## src/rtl/seq_multiplier_16bits_pkg.sv

```systemverilog
// Shared types and constants for the sequential shift-add multiplier.
// SIGNED_MULT_EN selects the optional two's-complement operand mode.
package seq_multiplier_16bits_pkg;

    localparam int MULT_W = 16;
    localparam int PROD_W = 32;
    localparam int CNT_W  = 4;

    localparam logic [CNT_W-1:0] LAST_STEP = 4'd15;

    typedef enum logic [1:0] {
        ST_IDLE = 2'd0,
        ST_RUN  = 2'd1,
        ST_DONE = 2'd2
    } state_e;

    // Magnitude of a 16-bit two's-complement value; 0x8000 stays 0x8000 (read unsigned).
    function automatic logic [MULT_W-1:0] abs16(input logic [MULT_W-1:0] v);
        return v[MULT_W-1] ? (~v + 16'd1) : v;
    endfunction

endpackage

```

## src/rtl/seq_multiplier_16bits_cla.sv

```systemverilog
// 16-bit carry-lookahead adder: four 4-bit groups with a lookahead unit
// across the group generate/propagate terms.
module carry_lookahead_16bits (
    input  logic [15:0] a_i,
    input  logic [15:0] b_i,
    input  logic        cin_i,
    output logic [15:0] sum_o,
    output logic        cout_o
);

    logic [15:0] g;
    logic [15:0] p;
    logic [3:0]  gg;
    logic [3:0]  gp;
    logic [4:0]  cg;
    logic [16:0] c;

    assign g = a_i & b_i;
    assign p = a_i ^ b_i;

    always_comb begin
        gg = '0;
        gp = '0;
        for (int k = 0; k < 4; k++) begin
            gg[k] = g[4*k+3]
                  | (p[4*k+3] & g[4*k+2])
                  | (p[4*k+3] & p[4*k+2] & g[4*k+1])
                  | (p[4*k+3] & p[4*k+2] & p[4*k+1] & g[4*k]);
            gp[k] = &p[4*k +: 4];
        end
    end

    // Second-level lookahead: every group carry-in comes straight from cin_i.
    always_comb begin
        cg[0] = cin_i;
        cg[1] = gg[0] | (gp[0] & cin_i);
        cg[2] = gg[1] | (gp[1] & gg[0])
              | (gp[1] & gp[0] & cin_i);
        cg[3] = gg[2] | (gp[2] & gg[1])
              | (gp[2] & gp[1] & gg[0])
              | (gp[2] & gp[1] & gp[0] & cin_i);
        cg[4] = gg[3] | (gp[3] & gg[2])
              | (gp[3] & gp[2] & gg[1])
              | (gp[3] & gp[2] & gp[1] & gg[0])
              | (gp[3] & gp[2] & gp[1] & gp[0] & cin_i);
    end

    always_comb begin
        c = '0;
        for (int k = 0; k < 4; k++) begin
            c[4*k] = cg[k];
            for (int j = 0; j < 4; j++) begin
                c[4*k+j+1] = g[4*k+j] | (p[4*k+j] & c[4*k+j]);
            end
        end
        c[16] = cg[4];
    end

    assign sum_o  = p ^ c[15:0];
    assign cout_o = c[16];

endmodule

```

## src/rtl/seq_multiplier_16bits.sv

```systemverilog
// Sequential 16x16 -> 32 shift-add multiplier, one partial product per clock.
// Define SIGNED_MULT_EN to add the sign_mode port for two's-complement operands.
module seq_multiplier_16bits
    import seq_multiplier_16bits_pkg::*;
#(
    parameter int WIDTH = 16
) (
    input  logic              clk,
    input  logic              rst_n,
    input  logic              start,
    input  logic [WIDTH-1:0]  a,
    input  logic [WIDTH-1:0]  b,
`ifdef SIGNED_MULT_EN
    input  logic              sign_mode,
`endif
    output logic              busy,
    output logic              done,
    output logic [2*WIDTH-1:0] product
);

    state_e              state_q, state_d;
    logic [CNT_W-1:0]    count_q, count_d;
    logic [MULT_W-1:0]   mcand_q, mcand_d;
    logic [MULT_W-1:0]   acc_hi_q, acc_hi_d;
    logic [MULT_W-1:0]   acc_lo_q, acc_lo_d;
    logic [PROD_W-1:0]   prod_q, prod_d;
    logic                neg_q, neg_d;

    logic [MULT_W-1:0]   addend;
    logic [MULT_W-1:0]   sum;
    logic                cout;
    logic [PROD_W-1:0]   shifted;
    logic                sgn;

    assign addend  = acc_lo_q[0] ? mcand_q : '0;
    assign shifted = {cout, sum, acc_lo_q[MULT_W-1:1]};

    carry_lookahead_16bits u_add (
        .a_i    (acc_hi_q),
        .b_i    (addend),
        .cin_i  (1'b0),
        .sum_o  (sum),
        .cout_o (cout)
    );

`ifdef SIGNED_MULT_EN
    assign sgn = sign_mode;
`else
    assign sgn = 1'b0;
`endif

    always_comb begin
        state_d  = state_q;
        count_d  = count_q;
        mcand_d  = mcand_q;
        acc_hi_d = acc_hi_q;
        acc_lo_d = acc_lo_q;
        prod_d   = prod_q;
        neg_d    = neg_q;
        unique case (state_q)
            ST_IDLE: begin
                if (start) begin
                    state_d  = ST_RUN;
                    count_d  = '0;
                    acc_hi_d = '0;
                    mcand_d  = sgn ? abs16(a) : a;
                    acc_lo_d = sgn ? abs16(b) : b;
                    neg_d    = sgn & (a[MULT_W-1] ^ b[MULT_W-1]);
                end
            end
            ST_RUN: begin
                acc_hi_d = shifted[PROD_W-1:MULT_W];
                acc_lo_d = shifted[MULT_W-1:0];
                count_d  = count_q + 4'd1;
                if (count_q == LAST_STEP) begin
                    state_d = ST_DONE;
                    prod_d  = neg_q ? (~shifted + 32'd1) : shifted;
                end
            end
            ST_DONE: begin
                state_d = ST_IDLE;
            end
            default: begin
                state_d = ST_IDLE;
            end
        endcase
    end

    always_ff @(posedge clk or negedge rst_n) begin
        if (!rst_n) begin
            state_q  <= ST_IDLE;
            count_q  <= '0;
            mcand_q  <= '0;
            acc_hi_q <= '0;
            acc_lo_q <= '0;
            prod_q   <= '0;
            neg_q    <= 1'b0;
        end else begin
            state_q  <= state_d;
            count_q  <= count_d;
            mcand_q  <= mcand_d;
            acc_hi_q <= acc_hi_d;
            acc_lo_q <= acc_lo_d;
            prod_q   <= prod_d;
            neg_q    <= neg_d;
        end
    end

    assign busy    = (state_q != ST_IDLE);
    assign done    = (state_q == ST_DONE);
    assign product = prod_q;

endmodule
```

## config.mk

```make
export PLATFORM = sky130hd
export DESIGN_NAME = seq_multiplier_16bits
export DESIGN_NICKNAME = d
export VERILOG_FILES = /design/src/rtl/seq_multiplier_16bits_pkg.sv /design/src/rtl/seq_multiplier_16bits_cla.sv /design/src/rtl/seq_multiplier_16bits.sv
export SDC_FILE = /design/constraint.sdc
export NUM_CORES = 1
export LEC_CHECK = 0
export ABC_AREA = 1
export CORE_MARGIN = 1.5
export CORE_UTILIZATION = 30
export DETAILED_ROUTE_END_ITERATION = 10
export PLACE_DENSITY = 0.56
export SLEW_MARGIN = 20
export SYNTH_ARGS = -nofsm -noshare
export SYNTH_HDL_FRONTEND = slang
export SYNTH_SLANG_ARGS = --single-unit
```

## constraint.sdc

```tcl
create_clock -name clk -period 3.3 [get_ports clk]
set_input_delay 0.99 -clock clk [delete_from_list [all_inputs] [get_ports clk]]
set_output_delay 0.99 -clock clk [all_outputs]
set_load 0.02 [all_outputs]
```

==> results.md <==
- The cell taking the most area after synthesis is sky130_fd_sc_hd__dfrtp_1.
- Summed over all layers, the routed wires come to 9.03 mm.
- TritonCTS built the clock tree.
- The post-detailed-route DRC marker count is 0.
- The initial antenna violation count is 0.
- By area the synthesized netlist is led by sky130_fd_sc_hd__dfrtp_1 51%, sky130_fd_sc_hd__nand2_1 7.6%, sky130_fd_sc_hd__inv_1 5.6%.
- The die covers approximately 15000 um^2.
- The pin slew with the least headroom to its limit is ~0.74 ns.
- The count of standard-cell rows is 43.
- The flow ran to the end, and the final reports show no timing, DRC or antenna violations.
- Setup slack closes at approximately 0.19 ns.
- The number of hold buffers added after CTS was 0.
- The net count of the finished layout is roughly 540.
- The worst setup timing slack at the placement stage is about 0.22 ns.
- For the final database, setup skew stands at 0.00940 ns.
- The number of input and output port buffers inserted is between 60 and 70.
- In the final routed layout, each cell accounts on average for roughly 14 um.
- At the worst endpoint, the required time is between 3 and 4 ns.
- Clock tree synthesis inserted a total of 9 buffers.
- The layout cell share with drive strength beyond 1 is 0.149.
- Before antenna repair, the detailed router went through 4 iterations.
- The number of different library cells used by synthesis comes to 30.
- Once placement completed, the tool counted placed cells totaling about 650.
- The chip height is ~120 um.
- The number of register bits inferred by synthesis is 86.
- The number of maximum-capacitance constraint violations is 0.
- The sequential cells in the finished layout cover a total of approximately 2200 um^2.
- The critical path starts at acc_lo_q[0]$_DFFE_PN0P_.
- Counting every instance in the synthesized netlist gives 411.
- The data arrival time of the worst path is roughly 3.3 ns.
- The area share of the leading cell type in the synthesized netlist is 0.507.
- The level count of the clock H-tree is 3.
- The clock passes through at most 2 buffers.
- The register clock-pin slew on the reported worst setup and hold paths is about 0.06 ns.
- The mean instance size in the synthesized netlist is approximately 10 um^2.
- The total clock sinks is 86.
- The netlist area before placement is roughly 4200 um^2.
- The number of antenna diodes in the final layout is 0.
- The startpoint class of the critical path is a register.
- The critical path class is register to register.
- The effective utilization at floorplan is 0.307.
- The worst setup path is captured at a register.
- Across every metal layer, demand over resource in global routing totals 0.131.
- For this run, the number of standard cells in the final layout without fillers is ~660.
- After legalization and detailed placement, the total HPWL measured 6.21 mm.
- The cell area after layout is 5370 um^2.
- The worst voltage drop across the vdd grid is between 0.3 and 0.4 mV.
- In the finished design, the share of the clock period the worst path needs comes to 0.943.
- Compared with the post-synthesis result, the final layout area differs by 26.6%.
- The number of vias in the routed layout is between 2k and 3k.
- The number of I/O pins is between 60 and 70.
- Dividing total power by cell area gives a power density of roughly 1100 nW/um^2.
- Static timing analysis puts the maximum clock frequency at 321 MHz.
- The share of the Yosys chip area taken by registers is 0.507.
- The final-report hold violation count is 0.
- The worst register-to-register path has a setup slack of about 0.19 ns.
- The number of setup violations in the final report is 0.
- The minimum clock period after layout is between 3 and 4 ns.
- For met2 alone, demand over resource in global routing was 0.203.
- At the end of routability-driven placement, the weighted congestion stood at between 0.8 and 0.9.
- Fill cells in the final layout number roughly 1.4k.
- The worst flop-to-flop path startpoint is acc_lo_q[0]$_DFFE_PN0P_.
- The total nets after synthesis is approximately 470.
- In this run the static leakage power is 2.63 nW.
- The global-route congestion overflow total is 0.
- In the global route stage, met1 resource usage came out at 0.182.
- The hold path startpoint is product[6]$_DFFE_PN0P_.
- In this run the tightest slew margin relative to its limit is 0.505.
- The busiest metal layer after global routing is met2.
- The final max-slew violation count is 0.
- The average via count per standard cell is about 4.4.
- The global-route wire length before repair is 15.0 mm.
- The area of the core is 13800 um^2.
- In the global route stage, met3 resource usage came out at 0.0248.
- The cell sitting at the root of the clock tree is a sky130_fd_sc_hd__clkbuf_16.
- The clock network latency to the later pin of the worst-skew pair is 0.34 ns.
- The multi-input logic area is between 1500 and 2000 um^2.
- In this run the worst hold path is classified as register to register.
- Entering global routing, the biggest net connects between 60 and 70 pins.
- Yosys printed 0 warnings.
- After the first detailed-routing iteration, the DRC count stood at 134.
- Measured along the x axis, the die boundary spans 122 um.
- The placement-stage cell area is a little over 5000 um^2.
- The count of antenna-violating nets left after detailed routing is 0.
- The highest net fanout along the worst path is 9.
- The via count of the first global-routing pass is around 3.0k.
-- cell usage in the layout, fill, tap and decap left out --
cell / n
sky130_fd_sc_hd__xor2_1: 3
sky130_fd_sc_hd__inv_1: 63
sky130_fd_sc_hd__a22o_1: 1
sky130_fd_sc_hd__ha_1: 16
sky130_fd_sc_hd__nor2_2: 1
sky130_fd_sc_hd__xnor2_1: 1
sky130_fd_sc_hd__a21oi_1: 20
sky130_fd_sc_hd__o21ai_0: 7
sky130_fd_sc_hd__o21ai_1: 5
sky130_fd_sc_hd__clkdlybuf4s50_1: 67
sky130_fd_sc_hd__nand2_2: 3
sky130_fd_sc_hd__ha_4: 1
sky130_fd_sc_hd__nand2_4: 1
sky130_fd_sc_hd__buf_12: 1
sky130_fd_sc_hd__o22ai_1: 24
sky130_fd_sc_hd__clkbuf_8: 2
sky130_fd_sc_hd__buf_4: 5
sky130_fd_sc_hd__inv_4: 1
sky130_fd_sc_hd__mux2_2: 4
sky130_fd_sc_hd__inv_2: 1
sky130_fd_sc_hd__clkbuf_16: 9
sky130_fd_sc_hd__o21ai_2: 25
sky130_fd_sc_hd__buf_2: 1
sky130_fd_sc_hd__clkinv_2: 1
sky130_fd_sc_hd__mux2_4: 12
sky130_fd_sc_hd__nor2_4: 1
sky130_fd_sc_hd__nor3_1: 1
sky130_fd_sc_hd__nor2_1: 11
sky130_fd_sc_hd__clkbuf_1: 2
sky130_fd_sc_hd__dfrtp_1: 85
sky130_fd_sc_hd__nand4_1: 1
sky130_fd_sc_hd__nand2_1: 85
sky130_fd_sc_hd__nand3_1: 8
sky130_fd_sc_hd__fa_1: 11
sky130_fd_sc_hd__bufinv_16: 1
sky130_fd_sc_hd__o31ai_1: 1
sky130_fd_sc_hd__dfrtp_2: 1
sky130_fd_sc_hd__clkinvlp_4: 1
-- report_power, final --
group          switching [W]  internal [W]  total, W  leakage, nW
clock               0.000407      0.000627   0.00103        0.146
sequential          0.000326       0.00160   0.00193         1.03
combinational        0.00170       0.00137   0.00307         1.46
total                0.00243       0.00360   0.00603         2.63
-- registers in the layout (all words and copies together), names as in the netlist --
signal and flops:
product 32, acc_hi_q 16, mcand_q 16, acc_lo_q 16, count_q 4, state_q 2
-- layout make-up --
cell class | instances | area share
Timing Repair Buffer | 74 | 0.137
Clock buffer | 13 | 0.0485
Tap cell | 180 | 0.0419
Multi-Input combinational cell | 243 | 0.318
Clock inverter | 3 | 0.00792
Inverter | 65 | 0.0459
Sequential cell | 86 | 0.401
-- cells in the mapped netlist --
cell / instances
sky130_fd_sc_hd__nor3_1: 1
sky130_fd_sc_hd__nand4_1: 1
sky130_fd_sc_hd__nor2_2: 1
sky130_fd_sc_hd__nor2_1: 11
sky130_fd_sc_hd__o31ai_1: 1
sky130_fd_sc_hd__o22ai_1: 24
sky130_fd_sc_hd__o21ai_2: 25
sky130_fd_sc_hd__nand2_1: 86
sky130_fd_sc_hd__ha_1: 17
sky130_fd_sc_hd__buf_2: 4
sky130_fd_sc_hd__fa_1: 11
sky130_fd_sc_hd__mux2_2: 4
sky130_fd_sc_hd__nor2_4: 1
sky130_fd_sc_hd__o21ai_1: 4
sky130_fd_sc_hd__inv_2: 1
sky130_fd_sc_hd__xor2_1: 3
sky130_fd_sc_hd__nand3_1: 8
sky130_fd_sc_hd__a22o_1: 1
sky130_fd_sc_hd__a21oi_1: 20
sky130_fd_sc_hd__clkbuf_1: 3
sky130_fd_sc_hd__buf_6: 8
sky130_fd_sc_hd__nand2_2: 2
sky130_fd_sc_hd__nand2_4: 1
sky130_fd_sc_hd__clkbuf_8: 2
sky130_fd_sc_hd__inv_1: 63
sky130_fd_sc_hd__mux2_4: 12
sky130_fd_sc_hd__inv_4: 1
sky130_fd_sc_hd__o21ai_0: 8
sky130_fd_sc_hd__dfrtp_1: 86
sky130_fd_sc_hd__xnor2_1: 1
-- through the flow --
step / setup TNS, ns / hold slack [ns] / util / total power (W)
floorplan: 0 / 0.455 / - / 0.00406
CTS: 0 / 0.484 / 0.387 / 0.00610
global route: -0.00720 / 0.505 / 0.388 / 0.00659
global placement: 0 / 0.463 / 0.365 / 0.00495
finish: 0 / 0.481 / 0.388 / 0.00603
detailed placement: 0 / 0.469 / 0.365 / 0.00502
-- path summary, 6_finish.rpt --
check,cells past startpoint,to
max in group asynchronous,2,acc_lo_q[0]$_DFFE_PN0P_
worst min-delay path,2,product[6]$_DFFE_PN0P_
worst max-delay path,16,acc_hi_q[13]$_DFFE_PN0P_
worst max register to register,16,acc_hi_q[13]$_DFFE_PN0P_
min in group asynchronous,1,product[12]$_DFFE_PN0P_
worst min register to register,2,product[6]$_DFFE_PN0P_
-- critical path, cell delays in order, from the launching register on --
cell and delay, ns:
sky130_fd_sc_hd__dfrtp_2 0.45, sky130_fd_sc_hd__buf_2 0.18, sky130_fd_sc_hd__buf_4 0.17, sky130_fd_sc_hd__nand2_1 0.06, sky130_fd_sc_hd__inv_1 0.06, sky130_fd_sc_hd__ha_1 0.27
sky130_fd_sc_hd__nand2_1 0.06, sky130_fd_sc_hd__inv_1 0.07, sky130_fd_sc_hd__nand3_1 0.08, sky130_fd_sc_hd__nor2_1 0.11, sky130_fd_sc_hd__nor2_1 0.06, sky130_fd_sc_hd__fa_1 0.38
sky130_fd_sc_hd__fa_1 0.37, sky130_fd_sc_hd__inv_1 0.08, sky130_fd_sc_hd__fa_1 0.40, sky130_fd_sc_hd__inv_1 0.09, sky130_fd_sc_hd__o22ai_1 0.09
-- repair_timing --
item	in CTS	in global routing
setup buffers	0	1
hold endpoints to repair	0	0
gates resized for setup	0	5
setup endpoints to repair	0	3
-- routing by layer --
metal	up-vias	part of all wire	routed length [um]
met5	-	0	0
met4	0	0.019	171
met3	14	0.048	429
met2	72	0.44	3970
met1	1377	0.49	4460
li1	1465	-	-
-- kinds of logic after synthesis --
| logic type | after synthesis | synth area share |
|---|---|---|
| AND/OR/NAND/NOR | 112 | 0.108 |
| flip-flops | 86 | 0.507 |
| AO/OA/AOI/OAI | 83 | 0.129 |
| buffers and inverters | 82 | 0.0932 |
| adder cells (fa/ha/maj) | 28 | 0.102 |
| multiplexers | 16 | 0.0531 |
| XOR/XNOR | 4 | 0.00826 |
Power figures use the tool's default switching activity.
